`src/rtl/ex_muldiv.sv`:
```
// ex_muldiv: multi-cycle multiply / divide unit for the execute stage.
// Multiplies take a single MUL cycle. Divides use a restoring divider
// that produces one quotient bit per cycle.
// Optional feature: define EX_MULDIV_MADD_EN to enable MADD/MSUB
// (accumulate into forwarded HI/LO). Without it, op codes 4 and 5
// are treated as reserved.
//
// state    | meaning
// ---------+-----------------------------------------------------
// IDLE     | waiting for start_i with a legal op
// MUL      | one cycle: product (plus/minus accumulator) -> hi/lo
// DIV_ON   | WIDTH restoring-divide iterations over magnitudes
// DIV_ZERO | one cycle: divisor was zero, result forced to 0
// DONE     | result held; ready rises and holds while start_i stays high
module ex_muldiv #(
    parameter int WIDTH = 32
) (
    input  logic             clk,
    input  logic             rst,
    input  logic             start_i,
    input  logic             annul_i,
    input  logic [2:0]       op_i,
    input  logic [WIDTH-1:0] opdata1_i,
    input  logic [WIDTH-1:0] opdata2_i,
    input  logic [WIDTH-1:0] hi_i,
    input  logic [WIDTH-1:0] lo_i,
    output logic [WIDTH-1:0] hi_o,
    output logic [WIDTH-1:0] lo_o,
    output logic             ready_o,
    output logic             whilo_o,
    output logic             stallreq_o
);

    localparam int CW = $clog2(WIDTH);
    localparam logic [CW-1:0] LAST_ITER = CW'(WIDTH - 1);

    localparam logic [2:0] OP_MULT  = 3'd0;
    localparam logic [2:0] OP_MULTU = 3'd1;
    localparam logic [2:0] OP_DIV   = 3'd2;
    localparam logic [2:0] OP_DIVU  = 3'd3;
`ifdef EX_MULDIV_MADD_EN
    localparam logic [2:0] OP_MADD  = 3'd4;
    localparam logic [2:0] OP_MSUB  = 3'd5;
`endif

    typedef enum logic [2:0] {IDLE, MUL, DIV_ON, DIV_ZERO, DONE} state_t;

    state_t             state, state_nx;
    logic [2:0]         op_q;
    logic [WIDTH-1:0]   a_q, b_q;
    logic [WIDTH-1:0]   quo_q, rem_q, dvs_q;
    logic [CW-1:0]      cnt_q;
    logic               ready_q;

    logic               op_legal, op_is_div, accept;
    logic [WIDTH-1:0]   a_abs, b_abs;
    logic [2*WIDTH-1:0] a_ext, b_ext, prod, mul_res;
    logic [WIDTH:0]     partial, diff;
    logic               ge;
    logic [WIDTH-1:0]   quo_nx, rem_nx, q_fix, r_fix;
    logic               neg_q, neg_r;

`ifdef EX_MULDIV_MADD_EN
    logic [WIDTH-1:0]   acc_hi_q, acc_lo_q;
    assign op_legal = (op_i <= OP_MSUB);
`else
    logic               unused_acc;
    assign unused_acc = ^{hi_i, lo_i};
    assign op_legal   = (op_i <= OP_DIVU);
`endif

    assign op_is_div = (op_i == OP_DIV) || (op_i == OP_DIVU);
    assign accept    = (state == IDLE) && start_i && !annul_i && op_legal;

    // Only DIV works on magnitudes; DIVU takes operands as-is.
    assign a_abs = ((op_i == OP_DIV) && opdata1_i[WIDTH-1]) ? -opdata1_i : opdata1_i;
    assign b_abs = ((op_i == OP_DIV) && opdata2_i[WIDTH-1]) ? -opdata2_i : opdata2_i;

    // Multiply: sign-extending to 2*WIDTH gives the signed product modulo 2^(2*WIDTH).
    always_comb begin
        a_ext   = (op_q == OP_MULTU) ? {{WIDTH{1'b0}}, a_q} : {{WIDTH{a_q[WIDTH-1]}}, a_q};
        b_ext   = (op_q == OP_MULTU) ? {{WIDTH{1'b0}}, b_q} : {{WIDTH{b_q[WIDTH-1]}}, b_q};
        prod    = a_ext * b_ext;
        mul_res = prod;
`ifdef EX_MULDIV_MADD_EN
        if (op_q == OP_MADD) mul_res = {acc_hi_q, acc_lo_q} + prod;
        if (op_q == OP_MSUB) mul_res = {acc_hi_q, acc_lo_q} - prod;
`endif
    end

    // One restoring step. rem_q < dvs_q always holds, so diff[WIDTH] is a clean borrow.
    always_comb begin
        partial = {rem_q, quo_q[WIDTH-1]};
        diff    = partial - {1'b0, dvs_q};
        ge      = ~diff[WIDTH];
        rem_nx  = ge ? diff[WIDTH-1:0] : partial[WIDTH-1:0];
        quo_nx  = {quo_q[WIDTH-2:0], ge};
        neg_q   = (op_q == OP_DIV) && (a_q[WIDTH-1] ^ b_q[WIDTH-1]);
        neg_r   = (op_q == OP_DIV) && a_q[WIDTH-1];
        q_fix   = neg_q ? -quo_nx : quo_nx;
        r_fix   = neg_r ? -rem_nx : rem_nx;
    end

    // State register.
    always_ff @(posedge clk) begin
        if (rst) state <= IDLE;
        else     state <= state_nx;
    end

    // Next-state logic; annul aborts any busy state and wins over start in DONE.
    always_comb begin
        state_nx = state;
        case (state)
            IDLE: begin
                if (accept) begin
                    if (!op_is_div)             state_nx = MUL;
                    else if (opdata2_i == '0)   state_nx = DIV_ZERO;
                    else                        state_nx = DIV_ON;
                end
            end
            MUL, DIV_ZERO: state_nx = annul_i ? IDLE : DONE;
            DIV_ON: begin
                if (annul_i)                 state_nx = IDLE;
                else if (cnt_q == LAST_ITER) state_nx = DONE;
            end
            DONE: begin
                if (annul_i || !start_i) state_nx = IDLE;
            end
            default: state_nx = IDLE;
        endcase
    end

    // Operand capture, divider iteration and result registers.
    always_ff @(posedge clk) begin
        if (rst) begin
            op_q    <= '0;
            a_q     <= '0;
            b_q     <= '0;
            quo_q   <= '0;
            rem_q   <= '0;
            dvs_q   <= '0;
            cnt_q   <= '0;
            ready_q <= 1'b0;
            hi_o    <= '0;
            lo_o    <= '0;
`ifdef EX_MULDIV_MADD_EN
            acc_hi_q <= '0;
            acc_lo_q <= '0;
`endif
        end else begin
            ready_q <= (state == DONE) && start_i && !annul_i;
            case (state)
                IDLE: begin
                    if (accept) begin
                        op_q  <= op_i;
                        a_q   <= opdata1_i;
                        b_q   <= opdata2_i;
                        quo_q <= a_abs;
                        dvs_q <= b_abs;
                        rem_q <= '0;
                        cnt_q <= '0;
`ifdef EX_MULDIV_MADD_EN
                        acc_hi_q <= hi_i;
                        acc_lo_q <= lo_i;
`endif
                    end
                end
                MUL: begin
                    if (!annul_i) {hi_o, lo_o} <= mul_res;
                end
                DIV_ZERO: begin
                    if (!annul_i) begin
                        hi_o <= '0;
                        lo_o <= '0;
                    end
                end
                DIV_ON: begin
                    if (!annul_i) begin
                        quo_q <= quo_nx;
                        rem_q <= rem_nx;
                        cnt_q <= cnt_q + CW'(1);
                        if (cnt_q == LAST_ITER) begin
                            lo_o <= q_fix;
                            hi_o <= r_fix;
                        end
                    end
                end
                default: ;
            endcase
        end
    end

    // ready_q is gated by start_i so ready drops in the same cycle start_i does.
    assign ready_o    = ready_q & start_i;
    assign whilo_o    = ready_o;
    assign stallreq_o = start_i & ~ready_o;

endmodule
```
`config.mk`:
```
export PLATFORM = sky130hd
export DESIGN_NAME = ex_muldiv
export DESIGN_NICKNAME = d
export VERILOG_FILES = /design/src/rtl/ex_muldiv.sv
export SDC_FILE = /design/constraint.sdc
export NUM_CORES = 2
export LEC_CHECK = 0
export BUFFER_PORTS_ARGS = -buffer_cell sky130_fd_sc_hd__buf_4
export CORE_ASPECT_RATIO = 1.1
export CORE_MARGIN = 3
export CORE_UTILIZATION = 45
export CTS_BUF_LIST = sky130_fd_sc_hd__clkbuf_8
export CTS_CLUSTER_DIAMETER = 200
export DETAILED_ROUTE_END_ITERATION = 12
export PLACE_DENSITY_LB_ADDON = 0.05
export SYNTH_ARGS = -nofsm -noshare
export SYNTH_HDL_FRONTEND = slang
export SYNTH_SLANG_ARGS = --single-unit
export TNS_END_PERCENT = 50
```
`constraint.sdc`:
```
create_clock -name clk -period 10.6 [get_ports clk]
set_input_delay 2.12 -clock clk [delete_from_list [all_inputs] [get_ports clk]]
set_output_delay 2.12 -clock clk [all_outputs]
set_load 0.03 [all_outputs]
```
==> summary.txt <==
Clock tree
  – Post-CTS Setup Inserts: 0
  – Post-CTS resize count: 0
  – Clk root buf: clkbuf_8
  – TritonCTS clock tree: yes
  – Latest clock arrival within the worst-skew pair: 0.64 ns
  – Clock sink total: between 200 and 250
  – CTS Buf Count: 42
  – CTS Buffer Depth: 3
  – Hold buffer count at cts: 0
  – CTS clk-pin slew, worst paths: 0.07 ns
  – CTS H-Tree Depth: 2

Setup path
  – CP Capture Type: flip-flop
  – Flop-to-flop setup slack: around 0.45 ns
  – Crit-path leading delay family: adder cells
  – Worst Path Buf+Inv: 7
  – WP data arrival: 10.66 ns
  – Critical-path maximum fanout: 16
  – FF-to-FF Start: op_q[0]
  – R2r worst-path depth: 31
  – CP peak stage delay: 0.71 ns
  – Most common cell on crit path: fa_1
  – R2r endpoint: hi_o[17]
  – Crit Path Class: flip-flop to flip-flop
  – Slowest CP cell: o21ai_0
  – Critical path required time: about 11 ns
  – Startpoint Class: flip-flop

Power
  – Final Power: 2.980 mW
  – Pint: 1.801 mW
  – Leakage power: 33.06 nW
  – Part of the power in registers: 0.324
  – Switching power total: 1.178 mW
  – Clk network pwr share: 0.343
  – Switching part of the total: 0.3955
  – Combinational share of power: 0.334
  – PwrDens: 45.08 mW/mm^2
  – Peak VDD IR: 65.68 uV

Yosys
  – Distinct cells, synth: 95
  – Post-Syn Area: 0.06175 mm^2
  – Post-synthesis cell count: around 7000
  – Post-synthesis sequential area ratio: 0.07618
  – Cell with the most instances after synthesis: inv_1
  – Syn Area/Cell: 8.811 um^2
  – Share of flip-flops with an asynchronous set or reset: 0
  – Cell taking the most area after synthesis: fa_1
  – Syn nets: between 8000 and 9000
  – Ys Warns: 0
  – Top cell type's share of synthesized area: 0.4603
  – Dominant synthesized flop cell: dfxtp_1
  – Largest cells by area after synthesis: fa_1 46%, inv_1 9.5%, dfxtp_1 7.6%
  – Post-synth top cells: 1567 x inv_1, 1420 x fa_1, 958 x nand2_1
  – Synth Register Bits: 235
  – Post-synth EDFFs: 0

Floorplan
  – Core footprint: 0.1353 mm^2
  – Site row count: 141
  – Die X: 359.2 um
  – Die area: ~0.14 mm^2
  – Starting Density: 0.4564
  – DIE HEIGHT: 394.5 um
  – # IOs: 202

Placement
  – Post-DP HPWL: between 150000 and 200000 um
  – # port buffers: 137
  – Routability cong.: between 0.9 and 1
  – Placed insts: 8715
  – DP Area: 0.06508 mm^2

Route
  – Post-route ant nets: 0
  – Wire length per cell: 23.45 um
  – Router iterations before antenna repair: 5
  – Number of remaining DRC errors: 0
  – DR vias: 46880
  – Final wirelength: just over 200000 um
  – Initial DRC Count: slightly below 3000
  – Via density: ~5.3

STA
  – RSZ-0062 raised after global routing: no
  – Tmin final: 10.15 ns
  – Clock Skew: approximately 0.045 ns
  – Relative slew margins: 0.3087
  – Final setup viols: 0
  – Final hold vios: 0
  – Slew @ Worst Pin: ~1.0 ns
  – Max Freq: 98.52 MHz
  – Post-route clock period utilization: 0.9576
  – Max-slew violation count: 0
  – Setup TNS: 0 ns

Status
  – Status: complete, no violations

Job
  – Max-Cap Viols: 0

Global route
  – Overall global routing resource usage: 0.2969
  – Largest net degree at the start of global routing: 93
  – Vias in the first global route: 50748
  – GRT overflow: 0
  – GR Layer Usage met2: 0.5153
  – Met1 Use GR: 0.3768
  – Layer with the highest usage: met2
  – First-pass GRT wire length: 318300 um
  – Met3 usage: 0.02743
  – Antenna violations before repair: 8

Layout
  – Fin cells: 8795
  – Synthesis-to-finish area growth: 7.027%
  – Filler instances: 13384
  – Layout cells sized above 1: 0.06567
  – Fin nets: 8874
  – Final core occ: 0.4884
  – Final instance area: 0.06609 mm^2

Min path
  – Hold Path End: b_q[15]
  – Hold Crit Class: flip-flop to flip-flop
  – Hold path cells: 2
  – Hold Crit Start: b_q[15]
routing by layer:
layer  routed length, um  up-vias
li1                    -    21074
met1               84420    24288
met2              101500     1209
met3                9119      309
met4               11200        0
met5                   0        -
cell families (layout without fill, tap and decap cells):
logic type | Yosys count | in the layout | share of synthesized area
buffers and inverters | 1956 | 1952 | 0.1194
xor gates and xnor gates | 245 | 245 | 0.03475
adders and majority gates | 1771 | 1771 | 0.5313
other | 0 | 3 | 0
muxes | 16 | 16 | 0.002675
AOI/OAI and AO/OA | 824 | 824 | 0.08733
and+or+nand+nor | 1962 | 1962 | 0.1483
DFF | 235 | 235 | 0.07618
flip-flops by register name, summed over array words and instances (netlist names):
register / count
cnt_q: 5
state: 3
b_q: 32
op_q: 3
lo_o: 32
a_q: 32
hi_o: 32
quo_q: 32
ready_q: 1
rem_q: 32
dvs_q: 31
tightest hold or removal path, cell delays in order, from the launching register on:
cell     delay (ns)
dfxtp_1        0.31
nand2_1        0.05
a21oi_1        0.05
power by group through the flow:
stage | clock network (mW) | registers [mW] | logic [mW]
after global routing | 1.07 | 0.967 | 1.08
final | 1.02 | 0.964 | 0.994
after global placement | 0 | 0.983 | 0.983
after floorplan | 0 | 0.950 | 0.610
after detailed placement | 0 | 0.983 | 0.987
after CTS | 1.04 | 0.964 | 0.992
layout make-up:
type	instances	area, um^2	share of cell area
sequential	235	4727	0.07152
timing repair buffer	306	2514	0.03803
clock buffer	53	729.5	0.01104
multi-input combinational	4818	49750	0.7528
inverter	1569	5889	0.08911
clock inverter	24	236.5	0.003578
tap	1787	2236	0.03383
antenna	3	7.507	0.0001136
stage by stage:
stage,worst slack (ns),hold WS [ns]
3_5_place_dp,0.04045,0.4472
6_report,0.4496,0.4574
2_1_floorplan,0.9474,0.4319
5_1_grt,0.007880,0.4754
4_1_cts,0.02804,0.4562
3_3_place_gp,0.1358,0.4430
how the worst max path moves through the flow:
stage,start,endpoint,slack [ns],cells after the start
final,op_q[0],hi_o[17],0.45,31
after global routing,op_q[0],hi_o[20],0.008,36
after CTS,op_q[0],hi_o[31],0.03,34
after detailed placement,op_q[0],hi_o[31],0.04,34
after global placement,op_q[0],hi_o[31],0.14,34
after floorplan,a_q[31],hi_o[31],0.95,32
cell usage in the layout, fill, tap and decap left out, drive strengths merged, types with 8 or more instances in the layout:
| cell | instances |
|---|---|
| a31o | 10 |
| nor3 | 72 |
| a311oi | 12 |
| dfxtp | 235 |
| xor2 | 81 |
| and2 | 435 |
| and3 | 19 |
| or3 | 30 |
| nor2 | 272 |
| a22oi | 39 |
| clkinv | 10 |
| buf | 306 |
| a31oi | 22 |
| o41ai | 11 |
| mux2i | 12 |
| nor4 | 22 |
| nand4 | 20 |
| o21a | 16 |
| xnor2 | 164 |
| a211oi | 66 |
| a221oi | 33 |
| inv | 1576 |
| o211ai | 16 |
| nand2 | 959 |
| a21oi | 287 |
| nand2b | 22 |
| nand3 | 49 |
| o311ai | 8 |
| o31ai | 32 |
| ha | 347 |
| clkbuf | 53 |
| fa | 1420 |
| o21bai | 8 |
| a21o | 55 |
| nor2b | 23 |
| or4 | 9 |
| o21ai | 144 |
Note: power is estimated with default switching activity, not from simulation.
